[config.mk]
export PLATFORM = sky130hd
export DESIGN_NAME = uart_rx_monitor
export DESIGN_NICKNAME = d
export VERILOG_FILES = /design/src/rtl/uart_rx_monitor.sv
export SDC_FILE = /design/constraint.sdc
export NUM_CORES = 1
export LEC_CHECK = 0
export ABC_AREA = 1
export BUFFER_PORTS_ARGS = -buffer_cell sky130_fd_sc_hd__buf_2
export CORE_ASPECT_RATIO = 1.2
export CORE_MARGIN = 4
export CORE_UTILIZATION = 45
export DETAILED_ROUTE_END_ITERATION = 8
export SKIP_LAST_GASP = 1
export SYNTH_ARGS = -nofsm -noshare
export SYNTH_HDL_FRONTEND = slang
export SYNTH_SLANG_ARGS = --single-unit
[constraint.sdc]
create_clock -name clk_i -period 5.6 [get_ports clk_i]
set_input_delay 1.68 -clock clk_i [delete_from_list [all_inputs] [get_ports clk_i]]
set_output_delay 1.68 -clock clk_i [all_outputs]
set_load 0.05 [all_outputs]
[src/rtl/uart_rx_monitor.sv]
// rtl/uart_rx_monitor.sv - 8N1 (optional parity) serial receiver with byte FIFO and error pulses
module uart_rx_monitor #(
    parameter int unsigned ClksPerBit = 16,
    parameter int unsigned ParityEn   = 0,
    parameter int unsigned ParityOdd  = 0,
    parameter int unsigned FifoDepth  = 4
) (
    input  logic        clk_i,
    input  logic        rst_ni,
    input  logic        enable_i,
    input  logic        rx_i,
    output logic [7:0]  rx_data_o,
    output logic        rx_valid_o,
    input  logic        rx_ready_i,
    output logic        frame_err_o,
    output logic        parity_err_o,
    output logic        overflow_o,
    output logic [15:0] overflow_cnt_o,
    output logic        busy_o
);

    localparam int unsigned AW = $clog2(FifoDepth);
    localparam logic [15:0] HalfLoad   = 16'(ClksPerBit / 2 - 1);
    localparam logic [15:0] BitLoad    = 16'(ClksPerBit - 1);
    localparam logic        ParityOddB = (ParityOdd != 0);
    localparam logic [AW:0]   DepthV   = (AW + 1)'(FifoDepth);
    localparam logic [AW:0]   CntOne   = (AW + 1)'(1);
    localparam logic [AW-1:0] PtrOne   = AW'(1);

    typedef enum logic [2:0] {
        ST_IDLE,
        ST_START,
        ST_DATA,
        ST_PARITY,
        ST_STOP,
        ST_WAIT_IDLE
    } state_e;

    logic        sync1_q;
    logic        rx_s_q;
    logic        rx_prev_q;

    state_e      state_q;
    logic [15:0] cnt_q;
    logic [2:0]  bit_idx_q;
    logic [7:0]  shift_q;
    logic        par_err_q;
    logic        frame_err_q;
    logic        parity_err_q;
    logic        overflow_q;
    logic [15:0] overflow_cnt_q;

    logic [7:0]    mem_q [FifoDepth];
    logic [AW-1:0] wptr_q;
    logic [AW-1:0] rptr_q;
    logic [AW:0]   count_q;
    logic [AW:0]   count_d;

    logic tick;
    logic stop_ok;
    logic pop;
    logic full;
    logic push;
    logic drop;

    // Synchroniser idles high so reset never looks like a start edge.
    always_ff @(posedge clk_i or negedge rst_ni) begin
        if (!rst_ni) begin
            sync1_q   <= 1'b1;
            rx_s_q    <= 1'b1;
            rx_prev_q <= 1'b1;
        end else begin
            sync1_q   <= rx_i;
            rx_s_q    <= sync1_q;
            rx_prev_q <= rx_s_q;
        end
    end

    always_comb begin
        tick    = (cnt_q == 16'd0);
        stop_ok = enable_i && (state_q == ST_STOP) && tick && rx_s_q && !par_err_q;
        pop     = rx_valid_o && rx_ready_i;
        full    = (count_q == DepthV);
        push    = stop_ok && (!full || pop);
        drop    = stop_ok && full && !pop;
    end

    always_ff @(posedge clk_i or negedge rst_ni) begin
        if (!rst_ni) begin
            state_q      <= ST_IDLE;
            cnt_q        <= 16'd0;
            bit_idx_q    <= 3'd0;
            shift_q      <= 8'd0;
            par_err_q    <= 1'b0;
            frame_err_q  <= 1'b0;
            parity_err_q <= 1'b0;
        end else begin
            frame_err_q  <= 1'b0;
            parity_err_q <= 1'b0;
            if (!enable_i) begin
                state_q   <= ST_IDLE;
                par_err_q <= 1'b0;
            end else begin
                case (state_q)
                    ST_IDLE: begin
                        if (rx_prev_q && !rx_s_q) begin
                            state_q   <= ST_START;
                            cnt_q     <= HalfLoad;
                            par_err_q <= 1'b0;
                        end
                    end
                    ST_START: begin
                        if (tick) begin
                            cnt_q     <= BitLoad;
                            bit_idx_q <= 3'd0;
                            state_q   <= rx_s_q ? ST_IDLE : ST_DATA;
                        end else begin
                            cnt_q <= cnt_q - 16'd1;
                        end
                    end
                    ST_DATA: begin
                        if (tick) begin
                            cnt_q     <= BitLoad;
                            shift_q   <= {rx_s_q, shift_q[7:1]};
                            bit_idx_q <= bit_idx_q + 3'd1;
                            if (bit_idx_q == 3'd7) begin
                                state_q <= (ParityEn != 0) ? ST_PARITY : ST_STOP;
                            end
                        end else begin
                            cnt_q <= cnt_q - 16'd1;
                        end
                    end
                    ST_PARITY: begin
                        if (tick) begin
                            cnt_q     <= BitLoad;
                            par_err_q <= (rx_s_q != ((^shift_q) ^ ParityOddB));
                            state_q   <= ST_STOP;
                        end else begin
                            cnt_q <= cnt_q - 16'd1;
                        end
                    end
                    ST_STOP: begin
                        if (tick) begin
                            cnt_q <= BitLoad;
                            if (!rx_s_q) begin
                                frame_err_q <= 1'b1;
                                state_q     <= ST_WAIT_IDLE;
                            end else begin
                                parity_err_q <= par_err_q;
                                state_q      <= ST_IDLE;
                            end
                        end else begin
                            cnt_q <= cnt_q - 16'd1;
                        end
                    end
                    ST_WAIT_IDLE: begin
                        if (rx_s_q) begin
                            state_q <= ST_IDLE;
                        end
                    end
                    default: state_q <= ST_IDLE;
                endcase
            end
        end
    end

    always_ff @(posedge clk_i or negedge rst_ni) begin
        if (!rst_ni) begin
            overflow_q     <= 1'b0;
            overflow_cnt_q <= 16'd0;
        end else begin
            overflow_q <= drop;
            if (drop && (overflow_cnt_q != 16'hFFFF)) begin
                overflow_cnt_q <= overflow_cnt_q + 16'd1;
            end
        end
    end

    always_comb begin
        count_d = count_q;
        case ({push, pop})
            2'b10:   count_d = count_q + CntOne;
            2'b01:   count_d = count_q - CntOne;
            default: count_d = count_q;
        endcase
    end

    always_ff @(posedge clk_i or negedge rst_ni) begin
        if (!rst_ni) begin
            for (int i = 0; i < int'(FifoDepth); i++) begin
                mem_q[i] <= 8'd0;
            end
            wptr_q  <= '0;
            rptr_q  <= '0;
            count_q <= '0;
        end else begin
            if (push) begin
                mem_q[wptr_q] <= shift_q;
                wptr_q        <= wptr_q + PtrOne;
            end
            if (pop) begin
                rptr_q <= rptr_q + PtrOne;
            end
            count_q <= count_d;
        end
    end

    assign rx_data_o      = mem_q[rptr_q];
    assign rx_valid_o     = (count_q != '0);
    assign frame_err_o    = frame_err_q;
    assign parity_err_o   = parity_err_q;
    assign overflow_o     = overflow_q;
    assign overflow_cnt_o = overflow_cnt_q;
    assign busy_o         = (state_q != ST_IDLE);

endmodule

# After elaboration in Yosys (flattened, before gate mapping)
# Index checks and enable logic that the tools add are counted.
[word_totals] romBits=0 latch_bits=0 out_inout_bits=29 memories=0 regBits=92 wordCells=119 ram_bits=0
[op_classes] n_mux=36 reduce_logical=30 bitwise_logic=2 add_sub_neg=7 mul=0 n_lt_le_gt_ge=3 div=0 n_eq_ne=22 n_shift=0
[ops] cell="two-way mux 3 bit" count=11
[ops] cell="bitwise mux 32 bit" count=1
[ops] cell="two-way mux 16 bit" count=2
[ops] cell="case mux 16 bit (2 select lines)" count=1
[ops] cell="two-way mux 8 bit" count=3
[ops] cell="inequality test 3 bit, second input constant" count=7
[ops] cell="case mux 3 bit (6 select lines)" count=1
[ops] cell="adder 16 x 1 -> 16 bit, second input constant" count=1
[ops] cell="binary-select mux 8 bit (select 2 bit)" count=1
[ops] cell="demux 8 bit (select 2 bit)" count=1
[ops] cell="logical NOT 16 bit" count=1
[ops] cell="inequality test 16 bit, second input constant" count=1
[ops] cell="subtractor 16 x 1 -> 16 bit, second input constant" count=1
[ops] cell="== test 3 bit, second input constant" count=4
[ops] cell="case mux 3 bit (2 select lines)" count=2
[ops] cell="logical AND 1 bit" count=11
[ops] cell="two-way mux 1 bit" count=11
[ops] cell="AND reduction 3 bit" count=3
[ops] cell="XOR reduction 8 bit" count=1
[ops] cell="AND reduction 7 bit" count=1
[ops] cell="adder 3 x 1 -> 3 bit, second input constant" count=2
[ops] cell="== test 3 x 2 -> 1 bit, second input constant" count=2
[ops] cell="greater-or-equal comparator 3 bit, second input constant" count=2
[ops] cell="inequality test 2 bit, second input constant" count=3
[ops] cell="18 further kinds" count=26

# Depth between registers and ports, before layout
# Gate-level depths: netlist (run 1).
[depth] depth_word=8 mapped_depth=14 depth_no_buf=13

# Least setup slack after synthesis (run 1)
# OpenSTA, ideal clock, no wires.
[synth_timing] path_type="reg-to-output" from="reg rptr_q[0]" to="out rx_data_o[5]" arrival_ps=1784 required_ps=3920 setup_slack_ps=2136 n_path_buf=2 path_stages_with_launch=6 cell_sequence="dfrtp_1 > clkbuf_1 > inv_1 > clkbuf_1 > o21ai_0 > o22ai_1"
[synth_between] elab_chain_len=4
[synth_rtl] element="start, declared" line="55" text="logic [AW-1:0] rptr_q;"
[synth_rtl] element="start signal, assigned" line="202" text="rptr_q <= rptr_q + PtrOne;"
[synth_rtl] element="NOT 2 -> 3 bit (not written as such)" line="208" text="assign rx_data_o = mem_q[rptr_q];"
[synth_rtl] element="binary-select mux 8 bit (select 2 bit)" line="208"
[synth_rtl] element="two-way mux 8 bit (not written as such) (2 in a row)" line="208"
[synth_rtl] element="end, declared" line="12" text="output logic [7:0] rx_data_o,"
# Every way passes these cells. The select of a mux whose other input is x is not followed.

# Worst setup path in the final report (run 1)
[layout_timing] from="reg rptr_q[0]" to="out rx_data_o[4]"
# Same word-level chain as after synthesis.

==> results.py, run 1 <==
metrics = {
    "sta": {
        "drv_slew": 0,
        "tightestPinTransition_ps": 652,
        "timing.final.crit_share_pct": 67.6,
        "fin_crit_ps": 3780,
        "clock.fmax_mhz": 264,
        "timing.setup.tns_ps": 0,
        "hold_viol": 0,
        "setup_viol_count_final": 0,
        "relSlewSlack_pct": 56.5,
        "skew_ps": 9.19,
        "rsz0062_at_grt": "no",
        "worst_slack_ps": 1820,
    },
    "clock_tree": {
        "insertion_delay_ps": 340,
        "cts_tree": "done",
        "cts.sinks": 92,
        "root_buffer": "clkbuf_16",
        "cts_setup_buffers": 0,
        "holdBufCountCts": 0,
        "cts.repair.resized": 0,
        "clockBufferDepth": 2,
        "cts_buffers": 9,
        "htreeDepth": 3,
        "clkTransAtPathRegs_ps": 70,
    },
    "logic_synthesis": {
        "synth_edf_count": 0,
        "synth.net_count": 605,
        "syn_area_per_cell_sq_um": 8.29,
        "ys_seq_area_share_pct": 47.1,
        "netlist_instances": 590,
        "synth_ff_type": "dfrtp_1",
        "ys_types": 38,
        "syn_area_sq_mm": 0.00489,
        "yosysWarnings": 0,
        "synthArstFlopShare_pct": 100,
        "ys_seq_elements": 92,
    },
    "placement": {
        "gp_congestion": 0.893,
        "numPortBuffers": 33,
        "dp_cells": 739,
        "place_hpwl_microns": 7740,
        "place_ws_ps": 1760,
    },
    "power_and_ir_drop": {
        "vdd_drop_max_mv": 0.204,
        "p_leak_nw": 2.68,
        "powerDensity_mw_per_mm2": 421,
    },
    "grt": {
        "grt_start_max_net_pins": 50,
        "antenna_found_initial": 0,
        "grt_pass1_wl_microns": 18700,
        "grt_pass1_vias": 3957,
        "grt_usage_pct": 18.9,
        "grt-ovfl-total": 0,
    },
    "worst_setup_path": {
        "path_class": "reg2out",
        "reg2reg_slack_ps": 2840,
        "slowest_stage": "dfrtp_1",
        "r2r_cells": 13,
        "cpPeakStageDelay_ps": 730,
        "critPathCaptureType": "primary output",
        "timing.rr.start": "count_q[1]$_DFFE_PN0P_",
        "crit_fanout": 18,
        "start_kind": "register",
        "timing.rr.end": "count_q[2]$_DFFE_PN0P_",
        "required_ps": 3920,
        "cp_cell_sequence": "inv_1 -> o21ai_0 -> o22ai_1 -> buf_2",
        "arrival_ps": 2100,
    },
    "floorplan": {
        "rows": 41,
        "boundaryPins": 34,
        "initial_core_util_pct": 46.3,
        "fp.dieH_microns": 122,
        "die_w_microns": 103,
        "dieArea_sq_mm": 0.0126,
        "core_region_area_sq_mm": 0.0106,
    },
    "route": {
        "dr_total_vias": 4007,
        "ant_nets": 0,
        "wl_microns": 11000,
        "first_iter_violations": 229,
        "routed_via_density": 5.31,
        "drc_errors": 0,
        "drtPass1Iterations": 6,
        "wire_per_inst_microns": 14.5,
    },
    "status": {
        "status": "finished clean",
    },
    "finish": {
        "num_antenna_cells": 0,
        "final_common_cell": "nand2_1",
        "ff_latch_area_sq_mm": 0.00231,
        "multi_input_area_sq_mm": 0.00221,
        "final_cell_mix": "127 x nand2_1, 89 x dfrtp_1, 67 x inv_1, 65 x nor2_1, 37 x o21ai_0",
        "syn_to_final_growth_pct": 11.3,
        "fin_nets": 636,
        "final_layout_size_suffix_gt1_share_pct": 15.0,
        "final_core_util_pct": 51.5,
        "nFillCells": 1011,
        "final_cells": 755,
    },
    "hold_path": {
        "min_path_type": "reg2reg",
        "whs_endpoint": "rx_s_q$_DFF_PN1_",
        "hp-start": "sync1_q$_DFF_PN1_",
        "hold_depth": 0,
    },
    "job": {
        "maxCapViolations": 0,
    },
}
==> worst max-delay path by stage <==
stage / depth (start not counted) / startpoint / slack [ps] / end
after global placement: 12 / rx_ready_i / 1800 / count_q[2]$_DFFE_PN0P_
after floorplan: 5 / rptr_q[0]$_DFFE_PN0P_ / 2140 / rx_data_o[5]
after CTS: 4 / rptr_q[0]$_DFFE_PN0P_ / 1820 / rx_data_o[3]
final: 4 / rptr_q[0]$_DFFE_PN0P_ / 1820 / rx_data_o[4]
after detailed placement: 12 / rx_ready_i / 1760 / count_q[2]$_DFFE_PN0P_
after global routing: 4 / rptr_q[0]$_DFFE_PN0P_ / 1690 / rx_data_o[3]
==> per-layer routing <==
layer  track usage (%)  wire, microns
met5                 0              0
met1              25.1           4980
met3              3.35            445
met4              7.77            220
met2              30.5           5340
==> sequential cells by signal, indices dropped and copies added, names as in the netlist, 3 cells and up <==
name,count
bit_idx_q,3
cnt_q,16
shift_q,8
state_q,3
overflow_cnt_o,16
count_q,3
mem_q,32
==> per-stage QoR <==
stage	instance area [sq um]	hold slack (ps)	total power, mW
after floorplan	4890	345	1.47
after global placement	5120	347	1.64
after detailed placement	5120	349	1.66
after CTS	5450	359	2.31
after global routing	5450	365	2.44
final	5450	358	2.29
==> synth_stat cells (all sizes together) (4+ instances only) <==
cell	number	area, sq um
a21oi	12	63.8
o21ai	71	385
buf	10	90.1
xnor2	7	61.3
nor2	78	363
nand3	34	220
a31oi	4	25.0
nor3	11	55.1
o22ai	8	50.1
dfrtp	89	2230
inv	71	267
nand4	22	159
ha	9	113
xor2	11	96.3
nand2	134	526
clkbuf	4	15.0
==> critical path, delay by kind of cell, from the launching register on <==
kind / cells / cell delay (ps)
flip-flops: 1 / 730
buffers and inverters: 2 / 660
AO/OA/AOI/OAI: 2 / 380
==> cells by family (layout without fill, tap and decap cells) <==
| group | Yosys count | after routing | synth area share, % |
|---|---|---|---|
| compound gates | 99 | 99 | 11.4 |
| xor+xnor | 18 | 18 | 3.22 |
| fa+ha+maj | 10 | 10 | 2.71 |
| buf+inv | 85 | 121 | 7.60 |
| flops | 92 | 92 | 47.1 |
| simple gates | 286 | 286 | 28.0 |
==> where the power goes <==
part | total (mW) | internal, mW | switching [mW]
combinational | 0.822 | 0.229 | 0.593
clock | 0.648 | 0.385 | 0.263
sequential | 0.822 | 0.732 | 0.0902
total | 2.29 | 1.35 | 0.946
==> layout make-up <==
class                           instances  share of cell area, %
Clock inverter                          4                   1.03
Multi-Input combinational cell        413                   40.7
Timing Repair Buffer                   34                   3.22
Sequential cell                        92                   42.3
Clock buffer                           12                   4.89
Inverter                               71                   4.89
Tap cell                              129                   2.96
Power figures use the tool's default switching activity.
==> inputs of run 2 (changes only) <==
clock period = 3.2 ns   (was 5.6 ns; I/O delays follow)
==> results.py, run 2 (synthesis results as in run 1) <==
metrics = {
    "clock_tree": {
        "cts.repair.resized": 0,
        "root_buffer": "clkbuf_16",
        "clkTransAtPathRegs_ps": 60,
        "cts_tree": "done",
        "holdBufCountCts": 0,
        "htreeDepth": 3,
        "cts_buffers": 9,
        "cts.sinks": 92,
        "cts_setup_buffers": 0,
        "clockBufferDepth": 2,
        "insertion_delay_ps": 340,
    },
    "route": {
        "wire_per_inst_microns": 14.4,
        "drtPass1Iterations": 5,
        "ant_nets": 0,
        "first_iter_violations": 160,
        "dr_total_vias": 3954,
        "drc_errors": 0,
        "routed_via_density": 5.22,
        "wl_microns": 10900,
    },
    "sta": {
        "timing.final.crit_share_pct": 84.7,
        "rsz0062_at_grt": "no",
        "hold_slack_ps": 356,
        "clock.fmax_mhz": 369,
        "skew_ps": 8.52,
        "timing.setup.tns_ps": 0,
        "drv_slew": 0,
        "fin_crit_ps": 2710,
        "hold_viol": 0,
        "setup_viol_count_final": 0,
        "tightestPinTransition_ps": 541,
        "relSlewSlack_pct": 63.9,
    },
    "worst_setup_path": {
        "cp_top_family": "buffers and inverters",
        "required_ps": 2240,
        "slowest_stage": "inv_1",
        "start_kind": "register",
        "path_class": "reg2out",
        "path_buf_inv": 2,
        "cp_cell_sequence": "inv_1 -> o21ai_0 -> o22ai_1 -> buf_2",
        "critPathCaptureType": "primary output",
        "arrival_ps": 1750,
        "cpPeakStageDelay_ps": 410,
        "crit_fanout": 17,
    },
    "finish": {
        "largest_register": "mem_q",
        "fin_nets": 640,
        "syn_to_final_growth_pct": 12.4,
        "num_antenna_cells": 0,
        "largest_reg_flops": 32,
        "final_layout_size_suffix_gt1_share_pct": 15.1,
        "final_common_cell": "nand2_1",
        "final_cell_mix": "127 x nand2_1, 89 x dfrtp_1, 67 x inv_1, 65 x nor2_1, 37 x o21ai_0",
    },
    "floorplan": {
        "boundaryPins": 34,
        "initial_core_util_pct": 46.3,
        "die_w_microns": 103,
        "rows": 41,
        "dieArea_sq_mm": 0.0126,
        "core_region_area_sq_mm": 0.0106,
        "fp.dieH_microns": 122,
    },
    "power_and_ir_drop": {
        "p_leak_nw": 2.70,
        "p_seq_share_pct": 34.5,
        "p_int_mw": 2.46,
        "p_clk_share_pct": 29.2,
        "combPwrFrac_pct": 36.3,
        "p_total_mw": 4.09,
        "swShare_pct": 39.8,
        "powerDensity_mw_per_mm2": 745,
        "p_sw_mw": 1.63,
        "vdd_drop_max_mv": 0.281,
    },
    "grt": {
        "grt_start_max_net_pins": 58,
        "antenna_found_initial": 0,
        "grt_usage_pct": 19.1,
        "grt_pass1_vias": 3870,
        "grt-ovfl-total": 0,
        "grt_pass1_wl_microns": 18900,
    },
    "placement": {
        "place_hpwl_microns": 7760,
        "gp_congestion": 0.830,
        "numPortBuffers": 33,
    },
    "status": {
        "status": "finished clean",
    },
    "job": {
        "maxCapViolations": 0,
    },
    "hold_path": {
        "min_path_type": "reg2reg",
    },
}
-- run 2: cell types whose count changed in the layout (fill, tap and decap cells not counted) --
| cell | change |
|---|---|
| buf_12 | +1 |
| buf_4 | +3 |
| bufinv_16 | +2 |
| clkinv_4 | -2 |
| clkbuf_8 | -3 |
| clkbuf_1 | +2 |
-- run 2: stage by stage --
stage | util (%) | worst slack (ps) | cells | instance area, sq um
floorplan | - | 456 | 590 | 4890
global placement | 48.9 | 507 | 743 | 5170
detailed placement | 48.9 | 405 | 743 | 5170
CTS | 52.0 | 485 | 758 | 5500
global route | 52.0 | 392 | 758 | 5500
finish | 52.0 | 490 | 758 | 5500
-- run 2: power by group through the flow --
stage | logic (mW) | registers [mW] | clock network (mW)
global route | 1.67 | 1.43 | 1.26
global placement | 1.47 | 1.43 | 0
floorplan | 1.20 | 1.38 | 0
finish | 1.49 | 1.41 | 1.20
CTS | 1.50 | 1.41 | 1.23
detailed placement | 1.50 | 1.43 | 0
-- run 2: layout make-up --
class                   count  area, sq um
clock inverters             4         98.8
repair buffers             38          218
well taps                 129          161
fillers                  1023         5070
flip-flops and latches     92         2310
clock buffers              11          233
inverters                  71          267
multi-input cells         413         2210
-- run 2: final timing paths --
| path | from | endpoint | slack (ps) | cells after the start |
|---|---|---|---|---|
| setup reg to reg | count_q[0]$_DFFE_PN0P_ | count_q[2]$_DFFE_PN0P_ | 780 | 13 |
| setup / recovery | rptr_q[0]$_DFFE_PN0P_ | rx_data_o[4] | 490 | 4 |
| min in group asynchronous | rst_ni | cnt_q[4]$_DFFE_PN0P_ | 580 | 1 |
| hold / removal | sync1_q$_DFF_PN1_ | rx_s_q$_DFF_PN1_ | 360 | 0 |
| max in group asynchronous | rst_ni | mem_q[21]$_DFFE_PN0P_ | 1930 | 2 |
| hold reg to reg | sync1_q$_DFF_PN1_ | rx_s_q$_DFF_PN1_ | 360 | 0 |
-- run 2: worst register-to-register path: stages (launching register included) --
cell     delay [ps]
dfrtp_1         410
nor2_1          140
nand2_1         130
nand2_4         130
inv_2            60
nor2_2          110
inv_2           120
nand2_2         120
ha_1            160
inv_1            70
fa_1            380
a21oi_1         170
o21ai_0         130
xor2_1          160
-- run 2: metal layers --
metal / global-route usage [%] / share of wire, % / wire length (microns) / vias to the layer above
met5: 0 / 0 / 0 / -
met4: 7.29 / 1.8 / 193 / 0
met3: 2.44 / 3.6 / 393 / 16
met2: 31.5 / 49 / 5390 / 79
met1: 25.4 / 45 / 4940 / 1861
li1: - / - / - / 1998
